## src/rtl/sevenseg_pkg.sv

```systemverilog
// Shared constants for the multiplexed seven-segment scanner: glyph codes,
// active-high segment patterns and display mode encoding.
package sevenseg_pkg;

    localparam logic [3:0] GLYPH_L     = 4'hA;
    localparam logic [3:0] GLYPH_C     = 4'hB;
    localparam logic [3:0] GLYPH_R     = 4'hC;
    localparam logic [3:0] GLYPH_O     = 4'hD;
    localparam logic [3:0] GLYPH_DASH  = 4'hE;
    localparam logic [3:0] GLYPH_BLANK = 4'hF;

    // Segment order {g,f,e,d,c,b,a}, active-high
    localparam logic [6:0] SEG_OFF  = 7'h00;
    localparam logic [6:0] SEG_ZERO = 7'h3F;

    typedef enum logic {
        MODE_HEX   = 1'b0,
        MODE_GLYPH = 1'b1
    } mode_e;

endpackage

```

## src/rtl/sevenseg_glyph_rom.sv

```systemverilog
// Combinational nibble + mode to active-high segment pattern {g,f,e,d,c,b,a}.
module sevenseg_glyph_rom
    import sevenseg_pkg::*;
(
    input  logic [3:0] nib_i,
    input  logic       mode_i,
    output logic [6:0] seg_c_o
);

    always_comb begin
        seg_c_o = SEG_OFF;
        if (mode_i == MODE_GLYPH && nib_i >= GLYPH_L) begin
            unique case (nib_i)
                GLYPH_L:    seg_c_o = 7'h38;
                GLYPH_C:    seg_c_o = 7'h39;
                GLYPH_R:    seg_c_o = 7'h50;
                GLYPH_O:    seg_c_o = 7'h5C;
                GLYPH_DASH: seg_c_o = 7'h40;
                default:    seg_c_o = SEG_OFF;
            endcase
        end else begin
            unique case (nib_i)
                4'h0:    seg_c_o = SEG_ZERO;
                4'h1:    seg_c_o = 7'h06;
                4'h2:    seg_c_o = 7'h5B;
                4'h3:    seg_c_o = 7'h4F;
                4'h4:    seg_c_o = 7'h66;
                4'h5:    seg_c_o = 7'h6D;
                4'h6:    seg_c_o = 7'h7D;
                4'h7:    seg_c_o = 7'h07;
                4'h8:    seg_c_o = 7'h7F;
                4'h9:    seg_c_o = 7'h6F;
                4'hA:    seg_c_o = 7'h77;
                4'hB:    seg_c_o = 7'h7C;
                4'hC:    seg_c_o = 7'h39;
                4'hD:    seg_c_o = 7'h5E;
                4'hE:    seg_c_o = 7'h79;
                default: seg_c_o = 7'h71;
            endcase
        end
    end

endmodule

```

## src/rtl/sevenseg_scan_ctrl.sv

```systemverilog
// Multiplexed N-digit seven-segment scanner with per-frame input snapshots,
// blinking, leading-zero suppression and an anode guard at each slot start.
module sevenseg_scan_ctrl
    import sevenseg_pkg::*;
#(
    parameter int unsigned N_DIGITS     = 4,
    parameter int unsigned PRESCALE_W   = 18,
    parameter int unsigned GUARD_CYCLES = 64,
    parameter int unsigned BLINK_LOG2   = 5,
    parameter bit          ACTIVE_LOW   = 1'b1,
    parameter bit          LZ_SUPPRESS  = 1'b1
) (
    input  logic                  clk,
    input  logic                  rst,
    input  logic [4*N_DIGITS-1:0] value_i,
    input  logic                  mode_i,
    input  logic [N_DIGITS-1:0]   blink_en_i,
    input  logic [N_DIGITS-1:0]   dp_en_i,
    output logic [6:0]            seg_o,
    output logic                  dp_o,
    output logic [N_DIGITS-1:0]   an_o,
    output logic                  frame_start_o
);

    localparam int unsigned IDX_W = (N_DIGITS > 1) ? $clog2(N_DIGITS) : 1;
    localparam int unsigned VAL_W = 4 * N_DIGITS;
    localparam logic [IDX_W-1:0]    IDX_LAST = IDX_W'(N_DIGITS - 1);
    localparam logic [6:0]          SEG_POL  = ACTIVE_LOW ? 7'h7F : 7'h00;
    localparam logic [N_DIGITS-1:0] AN_POL   = {N_DIGITS{ACTIVE_LOW}};

    logic [PRESCALE_W-1:0] cnt_q, cnt_d;
    logic [IDX_W-1:0]      idx_q, idx_d;
    logic [BLINK_LOG2-1:0] fcnt_q, fcnt_d;
    logic                  phase_q, phase_d;
    logic [VAL_W-1:0]      snap_val_q, snap_val_d;
    logic                  snap_mode_q, snap_mode_d;
    logic [N_DIGITS-1:0]   snap_blink_q, snap_blink_d;
    logic [N_DIGITS-1:0]   snap_dp_q, snap_dp_d;
    logic [6:0]            seg_q, seg_d;
    logic                  dp_q, dp_d;
    logic [N_DIGITS-1:0]   an_q, an_d;
    logic                  fs_q, fs_d;

    logic                  tick;
    logic                  wrap;
    logic                  guard;
    logic [3:0]            cur_nib;
    logic                  cur_blink;
    logic                  cur_dp;
    logic                  lz_keep;
    logic                  blank;
    logic [6:0]            glyph_seg;
    logic [6:0]            seg_hi;
    logic                  dp_hi;
    logic [N_DIGITS-1:0]   an_hi;

    // Timebase: slot counter, digit index, frame snapshot and blink phase
    always_comb begin
        tick         = (cnt_q == '1);
        wrap         = tick && (idx_q == IDX_LAST);
        cnt_d        = cnt_q + PRESCALE_W'(1);
        idx_d        = idx_q;
        fcnt_d       = fcnt_q;
        phase_d      = phase_q;
        snap_val_d   = snap_val_q;
        snap_mode_d  = snap_mode_q;
        snap_blink_d = snap_blink_q;
        snap_dp_d    = snap_dp_q;
        fs_d         = wrap;
        if (tick) begin
            idx_d = wrap ? '0 : idx_q + IDX_W'(1);
        end
        if (wrap) begin
            snap_val_d   = value_i;
            snap_mode_d  = mode_i;
            snap_blink_d = blink_en_i;
            snap_dp_d    = dp_en_i;
            fcnt_d       = fcnt_q + BLINK_LOG2'(1);
            if (fcnt_q == '1) begin
                phase_d = ~phase_q;
            end
        end
    end

    // Current-digit selection; lz_keep is set if this or any higher digit is non-zero
    always_comb begin
        cur_nib   = 4'h0;
        cur_blink = 1'b0;
        cur_dp    = 1'b0;
        lz_keep   = 1'b0;
        guard     = (cnt_q < PRESCALE_W'(GUARD_CYCLES));
        an_hi     = '0;
        for (int k = 0; k < int'(N_DIGITS); k++) begin
            if (idx_q == IDX_W'(k)) begin
                cur_nib   = snap_val_q[k*4 +: 4];
                cur_blink = snap_blink_q[k];
                cur_dp    = snap_dp_q[k];
                an_hi[k]  = ~guard;
            end
            if (IDX_W'(k) >= idx_q && snap_val_q[k*4 +: 4] != 4'h0) begin
                lz_keep = 1'b1;
            end
        end
    end

    sevenseg_glyph_rom u_glyph_rom (
        .nib_i   (cur_nib),
        .mode_i  (snap_mode_q),
        .seg_c_o (glyph_seg)
    );

    // Blanking (blink over LZ over decode), then output polarity
    always_comb begin
        blank = (cur_blink && phase_q)
              || (LZ_SUPPRESS && snap_mode_q == MODE_HEX && idx_q != '0 && !lz_keep);
        seg_hi = blank ? SEG_OFF : glyph_seg;
        dp_hi  = cur_dp && !blank;
        seg_d  = seg_hi ^ SEG_POL;
        dp_d   = dp_hi ^ ACTIVE_LOW;
        an_d   = an_hi ^ AN_POL;
    end

    always_ff @(posedge clk) begin
        if (rst) begin
            cnt_q        <= '0;
            idx_q        <= '0;
            fcnt_q       <= '0;
            phase_q      <= 1'b0;
            snap_val_q   <= '0;
            snap_mode_q  <= 1'b0;
            snap_blink_q <= '0;
            snap_dp_q    <= '0;
            seg_q        <= SEG_POL;
            dp_q         <= ACTIVE_LOW;
            an_q         <= AN_POL;
            fs_q         <= 1'b0;
        end else begin
            cnt_q        <= cnt_d;
            idx_q        <= idx_d;
            fcnt_q       <= fcnt_d;
            phase_q      <= phase_d;
            snap_val_q   <= snap_val_d;
            snap_mode_q  <= snap_mode_d;
            snap_blink_q <= snap_blink_d;
            snap_dp_q    <= snap_dp_d;
            seg_q        <= seg_d;
            dp_q         <= dp_d;
            an_q         <= an_d;
            fs_q         <= fs_d;
        end
    end

    assign seg_o         = seg_q;
    assign dp_o          = dp_q;
    assign an_o          = an_q;
    assign frame_start_o = fs_q;

endmodule

```

## config.mk

```make
export PLATFORM = sky130hd
export DESIGN_NAME = sevenseg_scan_ctrl
export DESIGN_NICKNAME = d
export VERILOG_FILES = /design/src/rtl/sevenseg_pkg.sv /design/src/rtl/sevenseg_glyph_rom.sv /design/src/rtl/sevenseg_scan_ctrl.sv
export SDC_FILE = /design/constraint.sdc
export NUM_CORES = 1
export LEC_CHECK = 0
export CORE_MARGIN = 2
export CORE_UTILIZATION = 50
export DETAILED_ROUTE_END_ITERATION = 7
export GPL_TIMING_DRIVEN = 0
export HOLD_SLACK_MARGIN = 0.06
export PLACE_DENSITY = 0.76
export SYNTH_ARGS = -nofsm -noshare
export SYNTH_HDL_FRONTEND = slang
export SYNTH_SLANG_ARGS = --single-unit
```

## constraint.sdc

```tcl
create_clock -name clk -period 2.99 [get_ports clk]
set_clock_uncertainty 0.1 [all_clocks]
set_input_delay 0.598 -clock clk [delete_from_list [all_inputs] [get_ports clk]]
set_output_delay 0.598 -clock clk [all_outputs]
set_load 0.05 [all_outputs]
```

==> impl_metrics.py <==
metrics = {
    "outcome": {
        "status": "complete, no violations",
    },
    "floorplanning": {
        "core_area_um2": 6280,
        "die_h_um": 84.0,
        "start_util_pct": 51.0,
        "rows": 29,
        "die_w_um": 84.0,
        "dieArea_um2": 7060,
        "ios": 40,
    },
    "layout": {
        "fin_util_pct": 62.3,
        "fin_nets": 439,
        "multi_input_area_um2": 1770,
        "layout-drive-gt1-share_pct": 11.3,
        "filler_cell_count": 531,
        "final_common_cell": "dfxtp_1",
        "regArea_um2": 1280,
        "antenna_cells": 0,
        "final_cell_mix": "dfxtp_1, nor2_1, clkdlybuf4s50_1, mux2i_1, nand2_1",
        "area_delta_synth_final_pct": 22.2,
    },
    "drt": {
        "dr_total_vias": 2635,
        "dr_wl_met3_um": 244,
        "drc_errors": 0,
        "routed-wl-met2_um": 3370,
        "drt-pass1-iter-count": 4,
        "routed_wl_um": 7100,
        "maxUsedRoutingLayer": "met4",
        "ant_nets": 0,
        "wl_per_cell_um": 14.9,
        "vias_per_cell": 5.54,
        "wl_met1_um": 3350,
        "drt_iter0_markers": 159,
    },
    "timing": {
        "setup_tns_ns": 0,
        "hold_viol_final": 0,
        "fin_crit_sh_pct": 94.6,
        "fmaxAchievable_ghz": 0.353,
        "fin_crit_ns": 2.83,
        "drv_slew": 0,
        "slew_headroom_pct": 41.3,
        "hold_ws_ns": 0.345,
        "setup_viol": 0,
        "rsz0062_at_grt": "no",
        "worst_pin_slew_ns": 0.870,
    },
    "yosys": {
        "synth_top_area_cell": "dfxtp_1",
        "synth-seq-cells": 64,
        "syn_inst": 344,
        "avgSynthCellArea_um2": 9.31,
        "ys_top_cells_by_area": "dfxtp_1, mux2i_1, ha_1",
        "synth_edf_count": 0,
        "yosysSeqAreaShare_pct": 40.0,
        "synthesis.area_um2": 3200,
        "ys_warn_count": 0,
        "synth_top_area_share_pct": 40.0,
        "syn_nets": 387,
        "ys_types": 52,
        "synthArstFlopShare_pct": 0,
        "synthFlopType": "dfxtp_1",
    },
    "clocking": {
        "numCtsBuffers": 9,
        "root_buffer": "clkbuf_8",
        "clkSinkCount": 64,
        "worstSkewPairLatency_ns": 0.34,
        "clockBufferDepth": 2,
        "clkTransAtPathRegs_ns": 0.07,
        "cts_max_level": 3,
        "ctsHoldBuffers": 0,
        "cts_tree": "yes",
    },
    "worst_setup_path": {
        "worst-path-buf-inv": 4,
        "cp-startpoint": "idx_q[0]$_SDFFE_PP0N_",
        "worst_setup_path_end_kind": "flip-flop",
        "required_ns": 3.12,
        "crit_fanout": 10,
        "slowest_stage": "dfxtp_1",
        "crit_family": "compound AO/OA/AOI/OAI gates",
        "worstPathCellList": "inv_1 -> ha_1 -> buf_6 -> nor3b_2 -> a311o_2 -> buf_6 -> inv_1 -> ha_2 -> nor4_1 -> o211a_1 -> a311o_1",
        "arrival_ns": 2.96,
        "crit_path_start_kind": "flip-flop",
        "crit_path_max_incr_delay_ns": 0.41,
        "r2r-start": "idx_q[0]$_SDFFE_PP0N_",
        "crit_type": "flip-flop to flip-flop",
    },
    "place": {
        "dp_hpwl_um": 5250,
        "gp_congestion": 0.805,
        "io_buffer_count": 38,
    },
    "worst_hold_path": {
        "hp-class": "flip-flop to flip-flop",
        "hp-start": "cnt_q[0]$_SDFF_PP0_",
    },
    "run": {
        "maxCapViolations": 0,
    },
    "grt": {
        "globalRouteOverflowTotal": 0,
        "grt_pass1_vias": 2485,
        "track_usage_pct": 20.7,
        "grt_max_degree": 11,
        "antenna_found_initial": 0,
        "grt_pass1_wl_um": 11700,
    },
    "power_and_ir_drop": {
        "p_per_area_nw_per_um2": 433,
        "total_power_w": 0.00170,
        "leakage_nw": 1.40,
        "irDropWorstVdd_mv": 0.294,
    },
}
[Yosys cell counts, types with 2 or more instances]
cell type / instances
nand4_1: 5
o311a_1: 2
buf_1: 2
xnor2_1: 11
a311oi_4: 2
or3_1: 5
nor4_1: 11
o21ai_1: 2
nor2b_1: 7
buf_2: 4
and4_1: 2
nand2_1: 21
and2_1: 3
and3_1: 3
nand3_1: 8
nor2_1: 52
clkbuf_1: 5
dfxtp_1: 64
o2111ai_1: 2
mux2i_1: 29
a21oi_1: 13
inv_1: 14
nor3_1: 4
nor3b_2: 3
a211oi_1: 2
buf_6: 4
mux2_2: 3
buf_4: 3
xor2_1: 4
nand3b_1: 6
o21ai_0: 8
ha_1: 16
a311o_1: 5
[layout make-up]
cell class / count / share of cell area (%)
plain buffers: 18 / 2.91
clock buffers: 11 / 3.87
clock inverters: 3 / 1.09
inverters: 15 / 1.44
multi-input cells: 247 / 45.2
flip-flops and latches: 64 / 32.7
well taps: 77 / 2.46
repair buffers: 41 / 10.3
[final timing paths]
| check | end | slack, ns | depth (start not counted) |
|---|---|---|---|
| min | cnt_q[0]$_SDFF_PP0_ | 0.35 | 1 |
| max reg2reg | seg_o[3]$_SDFF_PP1_ | 0.16 | 11 |
| min reg2reg | cnt_q[0]$_SDFF_PP0_ | 0.35 | 1 |
| max | seg_o[3]$_SDFF_PP1_ | 0.16 | 11 |
[registers in the layout, indices dropped and copies added, names as in the netlist, 2 cells and up]
name,flops
cnt_q,18
snap_val_q,16
seg_o,7
fcnt_q,5
an_o,4
snap_blink_q,4
snap_dp_q,4
idx_q,2
[routing by layer]
metal	vias to the layer above	GRT usage, %
li1	1315	-
met5	-	0
met4	0	8.80
met3	15	3.86
met2	66	33.4
met1	1239	27.0
[logic make-up (layout without fill, tap and decap cells)]
logic type | count (synthesis) | count (layout) | share of synthesized area [%]
AND/OR/NAND/NOR | 133 | 133 | 21.1
multiplexers | 32 | 32 | 10.1
flip-flops | 64 | 64 | 40.0
adder cells (fa/ha/maj) | 16 | 16 | 6.25
XOR/XNOR | 15 | 15 | 4.10
buffers and inverters | 33 | 88 | 5.31
AO/OA/AOI/OAI | 51 | 51 | 13.1
[through the flow]
step	cells	instance area (µm²)	setup WS [ns]
after floorplan	344	3200	0.0890
after global placement	459	3680	-0.316
after detailed placement	459	3680	-0.441
after CTS	474	3890	0.0289
after global routing	476	3910	0.0410
final	476	3910	0.160
[power by group]
| group | leakage (nW) | switching [W] | internal [W] | total (W) |
|---|---|---|---|---|
| clock network | 0.0973 | 0.000326 | 0.000420 | 0.000746 |
| logic | 0.786 | 0.0000424 | 0.0000445 | 0.0000869 |
| registers | 0.518 | 0.00000298 | 0.000860 | 0.000863 |
[what timing repair did]
action | 4_1_cts | 5_1_grt
endpoints found under the setup margin | 7 | 4
setup buffers | 1 | 2
resized for setup | 2 | 2
pin swaps | 1 | 1
(Power assumes the default switching activity.)
